### config.mk
export PLATFORM = sky130hd
export DESIGN_NAME = spi_slave_core_flat
export DESIGN_NICKNAME = d
export VERILOG_FILES = /design/src/rtl/spi_slave_core_if.sv /design/src/rtl/spi_slave_core.sv /design/src/flat_wrapper.sv
export SDC_FILE = /design/constraint.sdc
export NUM_CORES = 1
export LEC_CHECK = 0
export ABC_AREA = 1
export CORE_ASPECT_RATIO = 1.1
export CORE_MARGIN = 4
export CORE_UTILIZATION = 49
export DETAILED_ROUTE_END_ITERATION = 6
export HOLD_SLACK_MARGIN = 0.08
export PLACE_DENSITY = 0.75
export SETUP_SLACK_MARGIN = 0.02
export SLEW_MARGIN = 25
export SYNTH_ARGS = -nofsm -noshare
export SYNTH_HDL_FRONTEND = slang
export SYNTH_SLANG_ARGS = --single-unit
### constraint.sdc
create_clock -name clk -period 1.4 [get_ports clk]
set_input_delay 0.14 -clock clk [delete_from_list [all_inputs] [get_ports clk]]
set_output_delay 0.14 -clock clk [all_outputs]
set_load 0.02 [all_outputs]
### src/rtl/spi_slave_core_if.sv
// spi_slave_core_if: word-level handshake and status signals between the SPI slave core and its host
interface spi_slave_core_if #(
  parameter int DATA_W = 8
);
  logic [DATA_W-1:0] tx_data;
  logic              tx_valid;
  logic              tx_ready;
  logic [DATA_W-1:0] rx_data;
  logic              rx_valid;
  logic              busy;
  logic              underrun;
  logic              frame_err;
  modport master (
    output tx_data, tx_valid,
    input  tx_ready, rx_data, rx_valid, busy, underrun, frame_err
  );
  modport slave (
    input  tx_data, tx_valid,
    output tx_ready, rx_data, rx_valid, busy, underrun, frame_err
  );
endinterface

### src/rtl/spi_slave_core.sv
// spi_slave_core: oversampled SPI slave with all CPOL/CPHA modes, full duplex and gapless multi-word frames
module spi_slave_core #(
  parameter int                DATA_W    = 8,
  parameter bit                CPOL      = 1'b0,
  parameter bit                CPHA      = 1'b0,
  parameter bit                MSB_FIRST = 1'b1,
  parameter logic [DATA_W-1:0] IDLE_WORD = '0
) (
  input  logic            clk,
  input  logic            n_rst,
  spi_slave_core_if.slave bus,
  input  logic            sclk,
  input  logic            cs_n,
  input  logic            mosi,
  output logic            miso,
  output logic            miso_oe
);
  localparam int CNT_W = $clog2(DATA_W + 1);
  localparam logic [CNT_W-1:0] LAST = CNT_W'(DATA_W - 1);
  typedef enum logic [1:0] {IDLE, LOAD, SHIFT} state_t;
  state_t state, state_nx;
  logic [2:0] sclk_s, cs_s;
  logic [1:0] mosi_s;
  logic [DATA_W-1:0] hold, tx_sh, rx_sh, rx_nx, rx_data_q;
  logic [CNT_W-1:0] bit_cnt;
  logic hold_full, fresh, ur_pend, rx_valid_q, underrun_q, frame_err_q;
  logic lead, trail, samp, shft, cs_fall, cs_rise;
  logic do_end, do_load, do_shift, do_samp;
  assign lead    = (sclk_s[1] != CPOL) && (sclk_s[2] == CPOL);
  assign trail   = (sclk_s[1] == CPOL) && (sclk_s[2] != CPOL);
  assign samp    = CPHA ? trail : lead;
  assign shft    = CPHA ? lead : trail;
  assign cs_fall = !cs_s[1] && cs_s[2];
  assign cs_rise = cs_s[1] && !cs_s[2];
  assign rx_nx   = MSB_FIRST ? {rx_sh[DATA_W-2:0], mosi_s[1]} : {mosi_s[1], rx_sh[DATA_W-1:1]};
  assign miso_oe = state == SHIFT;
  assign miso    = miso_oe && (MSB_FIRST ? tx_sh[DATA_W-1] : tx_sh[0]);
  assign bus.tx_ready  = !hold_full;
  assign bus.busy      = state != IDLE;
  assign bus.rx_data   = rx_data_q;
  assign bus.rx_valid  = rx_valid_q;
  assign bus.underrun  = underrun_q;
  assign bus.frame_err = frame_err_q;
  // Synchronisers plus history stage; cs resets low so a CS already asserted at release is not taken as a fresh fall
  always_ff @(posedge clk or negedge n_rst)
    if (!n_rst) begin
      sclk_s <= {3{CPOL}};
      cs_s   <= '0;
      mosi_s <= '0;
    end else begin
      sclk_s <= {sclk_s[1:0], sclk};
      cs_s   <= {cs_s[1:0], cs_n};
      mosi_s <= {mosi_s[0], mosi};
    end
  // State register
  always_ff @(posedge clk or negedge n_rst)
    if (!n_rst) state <= IDLE;
    else        state <= state_nx;
  // Next state and datapath strobes; a CS rise wins over any SCLK edge in the same cycle
  always_comb begin
    do_end   = state != IDLE && cs_rise;
    do_load  = !do_end && (state == LOAD || (state == SHIFT && shft && bit_cnt == '0 && !fresh));
    do_shift = !do_end && state == SHIFT && shft && bit_cnt != '0;
    do_samp  = !do_end && state == SHIFT && samp;
    state_nx = do_end ? IDLE : state == IDLE ? (cs_fall ? LOAD : IDLE) : SHIFT;
  end
  // Shift registers, holding register and status pulses; an inline reload that underruns is only
  // reported once its first bit is sampled, so the preload after a frame's last word stays silent
  always_ff @(posedge clk or negedge n_rst)
    if (!n_rst) begin
      hold        <= '0;
      tx_sh       <= '0;
      rx_sh       <= '0;
      rx_data_q   <= '0;
      bit_cnt     <= '0;
      hold_full   <= 1'b0;
      fresh       <= 1'b0;
      ur_pend     <= 1'b0;
      rx_valid_q  <= 1'b0;
      underrun_q  <= 1'b0;
      frame_err_q <= 1'b0;
    end else begin
      rx_valid_q  <= 1'b0;
      underrun_q  <= 1'b0;
      frame_err_q <= 1'b0;
      if (do_load) begin
        tx_sh      <= hold_full ? hold : IDLE_WORD;
        hold_full  <= 1'b0;
        fresh      <= 1'b1;
        underrun_q <= state == LOAD && !hold_full;
        ur_pend    <= state == SHIFT && !hold_full;
      end
      if (do_shift) tx_sh <= MSB_FIRST ? tx_sh << 1 : tx_sh >> 1;
      if (do_samp) begin
        rx_sh      <= rx_nx;
        fresh      <= 1'b0;
        ur_pend    <= 1'b0;
        underrun_q <= ur_pend;
        bit_cnt    <= bit_cnt == LAST ? '0 : bit_cnt + 1'b1;
        rx_valid_q <= bit_cnt == LAST;
        if (bit_cnt == LAST) rx_data_q <= rx_nx;
      end
      if (do_end) begin
        frame_err_q <= bit_cnt != '0;
        bit_cnt     <= '0;
        ur_pend     <= 1'b0;
      end
      if (bus.tx_valid && !hold_full) begin
        hold      <= bus.tx_data;
        hold_full <= 1'b1;
      end
    end
endmodule

### src/flat_wrapper.sv
// flat-port wrapper written by rule: the top's interface ports become plain ports
module spi_slave_core_flat 
#(
  parameter int                DATA_W    = 8,
  parameter bit                CPOL      = 1'b0,
  parameter bit                CPHA      = 1'b0,
  parameter bit                MSB_FIRST = 1'b1,
  parameter logic [DATA_W-1:0] IDLE_WORD = '0
)
  (clk, n_rst, sclk, cs_n, mosi, miso, miso_oe, bus_tx_data, bus_tx_valid, bus_tx_ready, bus_rx_data, bus_rx_valid, bus_busy, bus_underrun, bus_frame_err);
  spi_slave_core_if #(.DATA_W(DATA_W)) bus_i ();
  input  logic clk;
  input  logic n_rst;
  input  logic sclk;
  input  logic cs_n;
  input  logic mosi;
  output logic miso;
  output logic miso_oe;
  input wire logic [$bits(bus_i.tx_data)-1:0] bus_tx_data;
  input wire logic [$bits(bus_i.tx_valid)-1:0] bus_tx_valid;
  output wire logic [$bits(bus_i.tx_ready)-1:0] bus_tx_ready;
  output wire logic [$bits(bus_i.rx_data)-1:0] bus_rx_data;
  output wire logic [$bits(bus_i.rx_valid)-1:0] bus_rx_valid;
  output wire logic [$bits(bus_i.busy)-1:0] bus_busy;
  output wire logic [$bits(bus_i.underrun)-1:0] bus_underrun;
  output wire logic [$bits(bus_i.frame_err)-1:0] bus_frame_err;
  assign bus_i.tx_data = bus_tx_data;
  assign bus_i.tx_valid = bus_tx_valid;
  assign bus_tx_ready = bus_i.tx_ready;
  assign bus_rx_data = bus_i.rx_data;
  assign bus_rx_valid = bus_i.rx_valid;
  assign bus_busy = bus_i.busy;
  assign bus_underrun = bus_i.underrun;
  assign bus_frame_err = bus_i.frame_err;
  spi_slave_core #(.DATA_W(DATA_W), .CPOL(CPOL), .CPHA(CPHA), .MSB_FIRST(MSB_FIRST), .IDLE_WORD(IDLE_WORD)) u_core (.clk(clk), .n_rst(n_rst), .bus(bus_i), .sclk(sclk), .cs_n(cs_n), .mosi(mosi), .miso(miso), .miso_oe(miso_oe));
endmodule
After elaboration in Yosys (flattened, before gate mapping):

Index checks and enable logic that the tools add are counted.

* add/sub/neg operators: 1
* equality and inequality tests: 3
* muxes and demuxes: 20
* bitwise logic cells: 2
* reductions and logical operators: 33

Operator list (number)
* $mux 8: 3
* $logic_and 1x1->1: 17
* $mux 1: 12
* $mux 4: 3
* $reduce_bool 2->1: 5
* $logic_not 1->1: 5
* $add 4x1->4 const B: 1
* $eq 4x3->1 const B: 1
* $logic_not 4->1: 1
* $mux 2: 2
* $reduce_bool 4->1: 1
* $reduce_bool 3->1: 1
* $eq 2x1->1 const B: 1
* $eq 2x2->1 const B: 1
* $logic_not 2->1: 1
* $not 1->1: 2
* $reduce_and 2->1: 1
* $logic_or 1x1->1: 1

* register bits: 51
* output and inout bits: 15
* logic and storage cells: 74

Logic depth before layout (Yosys ltp):

Gate-level depths: netlist (run 1).

* depth in word-level cells: 10
* depth in mapped cells: 9

Worst setup path before layout (run 1):

OpenSTA, ideal clock, no wires.

* path kind: reg-to-reg
* start: register u_core.state[1]
* end: register u_core.hold_full
* data arrival time: 1.295 ns
* data required time: 1.271 ns
* setup slack: -0.024 ns
* cell stages (with the launch flop): 9
* path through: dfrtp_1 -> inv_1 -> nor2_2 -> nand2_2 -> o21ai_4 -> nand2_2 -> buf_6 -> nand2_2 -> nand2_1

* word-level cells in the longest chain between the ends: 7
* elaborated cells between the ends (all ways): 11
* those cells by class: 2 x eq/ne; 9 x reduce/logical

RTL lines
* start: declaration: RTL line spi_slave_core.sv:21 `state_t state, state_nx;`
* start signal: assignment: RTL line spi_slave_core.sv:58 `else state <= state_nx;`
* $eq 2x2->1
* via miso_oe: RTL line flat_wrapper.sv:18 `output logic miso_oe;`
* $logic_and 1x1->1 (3 in series): RTL line spi_slave_core.sv:62 `do_load = !do_end && (state == LOAD || (state == SHIFT && shft && bit_cnt == '0 && !fresh));`
* $logic_or 1x1->1: RTL line spi_slave_core.sv:62
* $logic_and 1x1->1: RTL line spi_slave_core.sv:62
* $reduce_bool 2->1 (no source line)
* end signal: assignment: RTL line spi_slave_core.sv:76 `hold_full <= 1'b0;`
* end signal: assignment: RTL line spi_slave_core.sv:88 `hold_full <= 1'b0;`
* end signal: assignment: RTL line spi_slave_core.sv:110 `hold_full <= 1'b1;`
* end: declaration: RTL line spi_slave_core.sv:26 `logic hold_full, fresh, ur_pend, rx_valid_q, underrun_q, frame_err_q;`

The timed path passes the listed nets, and every way through them passes these cells.
A chain may end at the register's enable or synchronous reset.

Worst setup path after layout (run 1):

* start: register u_core.bit_cnt[0]
* end: register u_core.rx_data_q[1] (netlist: u_core.bus.rx_data[1])

* word-level cells in the longest chain between the ends: 2

RTL lines
* start: declaration: RTL line spi_slave_core.sv:25 `logic [CNT_W-1:0] bit_cnt;`
* start signal: assignment: RTL line spi_slave_core.sv:99 `bit_cnt <= bit_cnt == LAST ? '0 : bit_cnt + 1'b1;`
* $eq 4x3->1: RTL line spi_slave_core.sv:101 `if (bit_cnt == LAST) rx_data_q <= rx_nx;`
* $reduce_and 2->1 (no source line)
* end signal: assignment: RTL line spi_slave_core.sv:101
* end: declaration: RTL line spi_slave_core.sv:24 `logic [DATA_W-1:0] hold, tx_sh, rx_sh, rx_nx, rx_data_q;`

Every way passes these cells.

==> impl_metrics.toml, run 1 <==
[yosys]
synth.largest_area_cell = "dfrtp_1"
synthXorXnorAreaFrac_pct = 0.384
netlist_instances = 215
yosysWarnings = 0
synth_top_area_share_pct = 56.0
ys_ff_latch = 51
synth_edf_count = 0
synth_commonest_cells = "51 x dfrtp_1, 43 x nand2_1, 18 x inv_1, 14 x nor2_1, 11 x nand4_1"
synth_top_family_by_area = "simple AND/OR/NAND/NOR gates"
synthSimpleGateAreaFrac_pct = 27.1
synth_fa_ha_area_share_pct = 1.10
avgSynthCellArea_um2 = 10.6
synth_cell_type_count = 26
synthMuxAreaShare_pct = 3.95
synth_area_leaders = "dfrtp_1 56%, nand2_1 7.1%, nand3_2 4.4%"
synth-main-ff-cell = "dfrtp_1"
netlist_area_um2 = 2280
post-synth-top-count-cell = "dfrtp_1"
synth_compound_area_share_pct = 5.98
async_flop_share_pct = 100
syn-num-nets = 231
yosysSeqAreaShare_pct = 56.0

[placed_design]
dp_hpwl_um = 3070
dpl.cell_count = 316
numPortBuffers = 28
globalplace.congestion = 0.818
pre_cts_ws_ps = -89.9

[run]
maxCapViolCount = 0

[floorplanning]
fp.dieH_um = 79.6
ios = 29
dieArea_um2 = 5810
die_w_um = 73.1
core_um2 = 4410
start_util_pct = 51.7
std_cell_rows = 25

[worst_setup_path]
regToRegStartpoint = "u_core.bit_cnt[0]"
cp.required_ps = 1630
reg2reg_depth = 8
end_kind = "register"
max_stage_delay_ps = 390
worst_r2r_endpoint = "u_core.bus.rx_data[1]"
path_class = "register to register"
arrival_ps = 1660
start_kind = "register"
crit_chain = "buf_6, ha_4, nand2_4, nor2_4, clkinv_4, nor2_8, nor2_1, a21oi_1"
path_max_fanout = 8
ff2ff_setup_slack_ps = -20
critical_path.slowest_cell = "dfrtp_1"

[min_path]
hold_path_depth = 1
hp-start = "sclk"
hold_end = "u_core.sclk_s[0]"
min_path_type = "input port to register"

[timing]
post-route-min-period_ps = 1420
worstMarginPinSlew_ps = 437
drv_slew = 0
max_freq_mhz = 703
finalHoldViolCount = 0
fin_crit_sh_pct = 102
setup_slack_ps = -22.9
relSlewSlack_pct = 70.9
clock_skew_ps = 4.93
grt_setup_unrepaired = "yes"
setup_viol = 4

[cells_and_area]
drive_gt1_share_pct = 42.1
final_util_pct = 73.4
multiInputGateArea_um2 = 1020
antenna_cells = 0
seq_area_um2 = 1280
nNetsFinal = 300
fillers = 300
final_cells = 339
area_delta_synth_final_pct = 42.0

[drt]
vias = 1725
drc = 0
drtIter0Drc = 118
wl_um = 5060
drt-pass1-iter-count = 7
ant_nets = 0
viasPerCell = 5.09
wl_per_cell_um = 14.9

[power_and_ir_drop]
powerDensity_nw_per_um2 = 1450
fin_total_pwr_uw = 4690
total_leakage_power_uw = 0.00165
peakVddDrop_uv = 1000

[clock_network]
cts-root-buf = "clkbuf_8"
clock_sinks = 51
clk_pin_slew_ps = 90
worstSkewPairLatency_ps = 300
cts_buffers = 5
htree_levels = 2
cts_tree = "yes"
clockBufferDepth = 2

[run_status]
violations = "negative setup slack"
status = "finished with violations"

[global_routing]
grt_pass1_wl_um = 8180
grt_pass1_vias = 1728
globalRouteTotalUtil_pct = 18.2
grt_overflow = 0
antenna_found_initial = 0
grt_max_degree = 20
## area by class of cell
type / count / share of cell area (%)
multi-input cells: 138 / 31.6
clock inverters: 3 / 2.09
flip-flops and latches: 51 / 39.4
repair buffers: 66 / 19.8
clock buffers: 5 / 2.12
inverters: 22 / 2.94
well taps: 54 / 2.09
## routing by layer
metal | vias up | wire length (µm) | global-route usage, %
met5 | - | 0 | 0
met4 | 0 | 74 | 4.98
met3 | 7 | 263 | 4.91
met2 | 46 | 2590 | 29.6
met1 | 831 | 2130 | 23.8
li1 | 841 | - | -
## worst max-delay path by stage
stage,cells past startpoint,from,slack (ps),end
2_1_floorplan,8,u_core.bit_cnt[0],30,u_core.hold_full
3_3_place_gp,9,u_core.state[0],-50,u_core.bit_cnt[0]
3_5_place_dp,9,u_core.state[0],-90,u_core.bit_cnt[0]
4_1_cts,4,u_core.state[0],10,miso
5_1_grt,9,u_core.bit_cnt[0],-90,u_core.bus.rx_data[6]
6_report,8,u_core.bit_cnt[0],-20,u_core.bus.rx_data[1]
## critical path: cells and delay by family (launching register included)
kind            cells  cell delay [ps]
simple gates        4              460
flops               1              390
compound gates      1              120
fa+ha+maj           1              140
buf+inv             2              230
## flip-flops by register name, indices dropped and copies added, names as in the netlist
register,flops
u_core.fresh,1
u_core.rx_sh,7
u_core.cs_s,3
u_core.sclk_s,3
u_core.bus.rx_valid,1
u_core.ur_pend,1
u_core.bus.frame_err,1
u_core.bus.rx_data,8
u_core.hold,8
u_core.bus.underrun,1
u_core.tx_sh,8
u_core.hold_full,1
u_core.state,2
u_core.bit_cnt,4
u_core.mosi_s,2
## layout by cell type, fill, tap and decap left out, types with 8 or more instances in the layout
cell / instances
buf_4: 25
clkdlybuf4s50_1: 12
dfrtp_1: 50
dlygate4sd2_1: 11
inv_1: 14
mux2_2: 8
nand2_1: 38
nand2_2: 9
nand3_2: 12
nand4_1: 11
nor2_1: 8
nor2_4: 9
## repair_timing
action,4_1_cts,5_1_grt
cloned,1,1
pin swaps,8,12
buffers inserted,4,8
gates resized for setup,46,37
hold endpoints to repair,17,0
endpoints found under the setup margin,44,33
hold buffers,1,0
## power breakdown
group / switching [µW] / total [µW] / leakage, µW / internal, µW
combinational: 742 / 1440 / 0.000931 / 699
clock: 489 / 1200 / 0.0000644 / 712
sequential: 233 / 2050 / 0.000654 / 1810
total: 1460 / 4690 / 0.00165 / 3220
## metrics by stage
step                      setup TNS [ps]  hold WS, ps  instance area, µm²
after floorplan                        0         -156                2290
after global placement              -203          108                2800
after detailed placement            -813          107                2800
after CTS                              0          259                3050
after global routing               -1390          252                3240
final                              -56.6          265                3240
## cell families (layout without fill, tap and decap cells)
| group | count (synthesis) | after routing |
|---|---|---|
| AND/OR/NAND/NOR | 104 | 105 |
| flip-flops | 51 | 51 |
| buffers and inverters | 27 | 96 |
| AO/OA/AOI/OAI | 22 | 22 |
| multiplexers | 8 | 8 |
| adder cells (fa/ha/maj) | 2 | 2 |
| XOR/XNOR | 1 | 1 |
(Power assumes the default switching activity.)
==> inputs of run 2 (changes only) <==
--- a/config.mk
+++ b/config.mk
@@ -11,7 +11,7 @@
 export CORE_UTILIZATION = 49
 export DETAILED_ROUTE_END_ITERATION = 6
 export HOLD_SLACK_MARGIN = 0.08
-export PLACE_DENSITY = 0.75
+export PLACE_DENSITY = 0.79
 export SETUP_SLACK_MARGIN = 0.02
 export SLEW_MARGIN = 25
 export SYNTH_ARGS = -nofsm -noshare
==> run 2 against run 1 <==
Against the previous run:
- the flow still finishes with violations (negative setup slack)
- cell count decreased by 2.9%
- clock skew increased by 2.2 ps
- utilization decreased by 3.4 points
- design area decreased by 4.6%
- routed wire length decreased by 5.2%
- critical endpoint is now u_core.bus.rx_data[7]
==> impl_metrics.toml, run 2 (synthesis gave the netlist of run 1 again) <==
[drt]
vias = 1702
drtIter0Drc = 133
drc = 0
wl_per_cell_um = 14.6
drt-pass1-iter-count = 4
wl_um = 4800
ant_nets = 0
viasPerCell = 5.17

[floorplanning]
core_um2 = 4410
fp.dieH_um = 79.6
die_w_um = 73.1
ios = 29
start_util_pct = 51.7
std_cell_rows = 25
dieArea_um2 = 5810

[clock_network]
clockBufferDepth = 2
cts-root-buf = "clkbuf_8"
clk_pin_slew_ps = 90
htree_levels = 2
worstSkewPairLatency_ps = 310
clock_sinks = 51
cts_buffers = 5
cts_tree = "yes"

[power_and_ir_drop]
total_leakage_power_uw = 0.00157
powerDensity_nw_per_um2 = 1460
peakVddDrop_uv = 759

[timing]
max_freq_mhz = 711
post-route-min-period_ps = 1410
clock_skew_ps = 7.11
tns_ps = -8.97
fin_crit_sh_pct = 100
drv_slew = 0
hold-worst-slack_ps = 270
setup_slack_ps = -6.01
finalHoldViolCount = 0
setup_viol = 3
relSlewSlack_pct = 81.2
grt_setup_unrepaired = "yes"
worstMarginPinSlew_ps = 282

[worst_setup_path]
cp.required_ps = 1650
end_kind = "register"
startpoint = "u_core.state[0]"
path_class = "register to register"
reg2reg_depth = 9
start_kind = "register"
path_max_fanout = 7
arrival_ps = 1660
regToRegStartpoint = "u_core.state[0]"

[placed_design]
pre_cts_ws_ps = -74.9
globalplace.congestion = 0.800
numPortBuffers = 28
dp_hpwl_um = 2930

[run_status]
status = "finished with violations"
violations = "negative setup slack"

[cells_and_area]
final_cell_mix = "50 x dfrtp_1, 40 x nand2_1, 17 x buf_4, 13 x inv_1, 12 x clkdlybuf4s50_1"
antenna_cells = 0
area_delta_synth_final_pct = 35.5
final_common_cell = "dfrtp_1"
drive_gt1_share_pct = 38.9
nNetsFinal = 290

[global_routing]
grt_pass1_vias = 1640
globalRouteTotalUtil_pct = 17.1
antenna_found_initial = 0
grt_pass1_wl_um = 7600
grt_max_degree = 52
grt_overflow = 0

[run]
maxCapViolCount = 0

[min_path]
min_path_type = "input port to register"
hp-start = "sclk"
hold_path_depth = 1
[run 2: cell types whose count changed in the layout (fill, tap and decap cells not counted), sizes merged]
cell / before / now
buf: 40 / 28
bufinv: 2 / 1
clkbuf: 6 / 8
clkinvlp: 1 / 0
dlygate4sd2: 11 / 10
dlymetal6s2s: 1 / 2
inv: 21 / 22
nand3: 19 / 20
[run 2: layer usage]
| metal | routed length, µm | global-route usage, % |
|---|---|---|
| met5 | 0 | 0 |
| met2 | 2440 | 26.4 |
| met1 | 2040 | 23.4 |
| met3 | 239 | 4.41 |
| met4 | 74 | 5.72 |
[run 2: worst max-delay path, cell delays in order (launching register included)]
cell and delay [ps]:
dfrtp_2 430, inv_2 70, nand2_4 70, nor2_8 130, buf_12 120, nand2_8 100, nor2_4 180, buf_6 140
nand2_1 60, nand2_1 70
[run 2: final timing paths]
check	end	slack, ps
max	u_core.bus.rx_data[7]	-6
min	u_core.sclk_s[0]	270
max reg2reg	u_core.bus.rx_data[7]	-6
min reg2reg	u_core.cs_s[1]	360
max in group asynchronous	u_core.mosi_s[0]	810
min in group asynchronous	u_core.state[1]	360
[run 2: layout make-up]
type                       instances  area [µm²]
clock buffer                       6        82.6
clock inverter                     2        35.0
fill                             314        1320
inverter                          22        92.6
multi-input combinational        139        1000
sequential                        51        1280
tap                               54        67.6
timing repair buffer              55         536
[run 2: repair_timing]
item | in CTS | in global routing
gates cloned | 2 | 1
hold endpoints to repair | 51 | 0
hold buffers | 1 | 0
resized for setup | 38 | 34
pin swaps | 7 | 19
endpoints found under the setup margin | 37 | 33
setup buffers | 3 | 4
[run 2: where the power goes]
group	internal, µW	switching, µW	total, µW
combinational	666	729	1390
sequential	1810	235	2050
clock	579	482	1060
total	3060	1450	4500
[run 2: stage by stage]
stage / instance area [µm²] / std cells / total power, µW / util (%)
after floorplan: 2290 / 215 / 2840 / -
after global placement: 2760 / 310 / 3250 / 62.5
after detailed placement: 2760 / 310 / 3310 / 62.5
after CTS: 2960 / 324 / 4460 / 67.2
after global routing: 3090 / 329 / 4770 / 70.1
final: 3090 / 329 / 4500 / 70.1
==> inputs of run 3 (changes only) <==
--- a/config.mk
+++ b/config.mk
@@ -9,6 +9,7 @@
 export CORE_ASPECT_RATIO = 1.1
 export CORE_MARGIN = 4
 export CORE_UTILIZATION = 49
+export CTS_CLUSTER_SIZE = 14
 export DETAILED_ROUTE_END_ITERATION = 6
 export HOLD_SLACK_MARGIN = 0.08
 export PLACE_DENSITY = 0.79
==> results of run 3 <==
Final layout, timing and power as in run 2 (identical DEF).
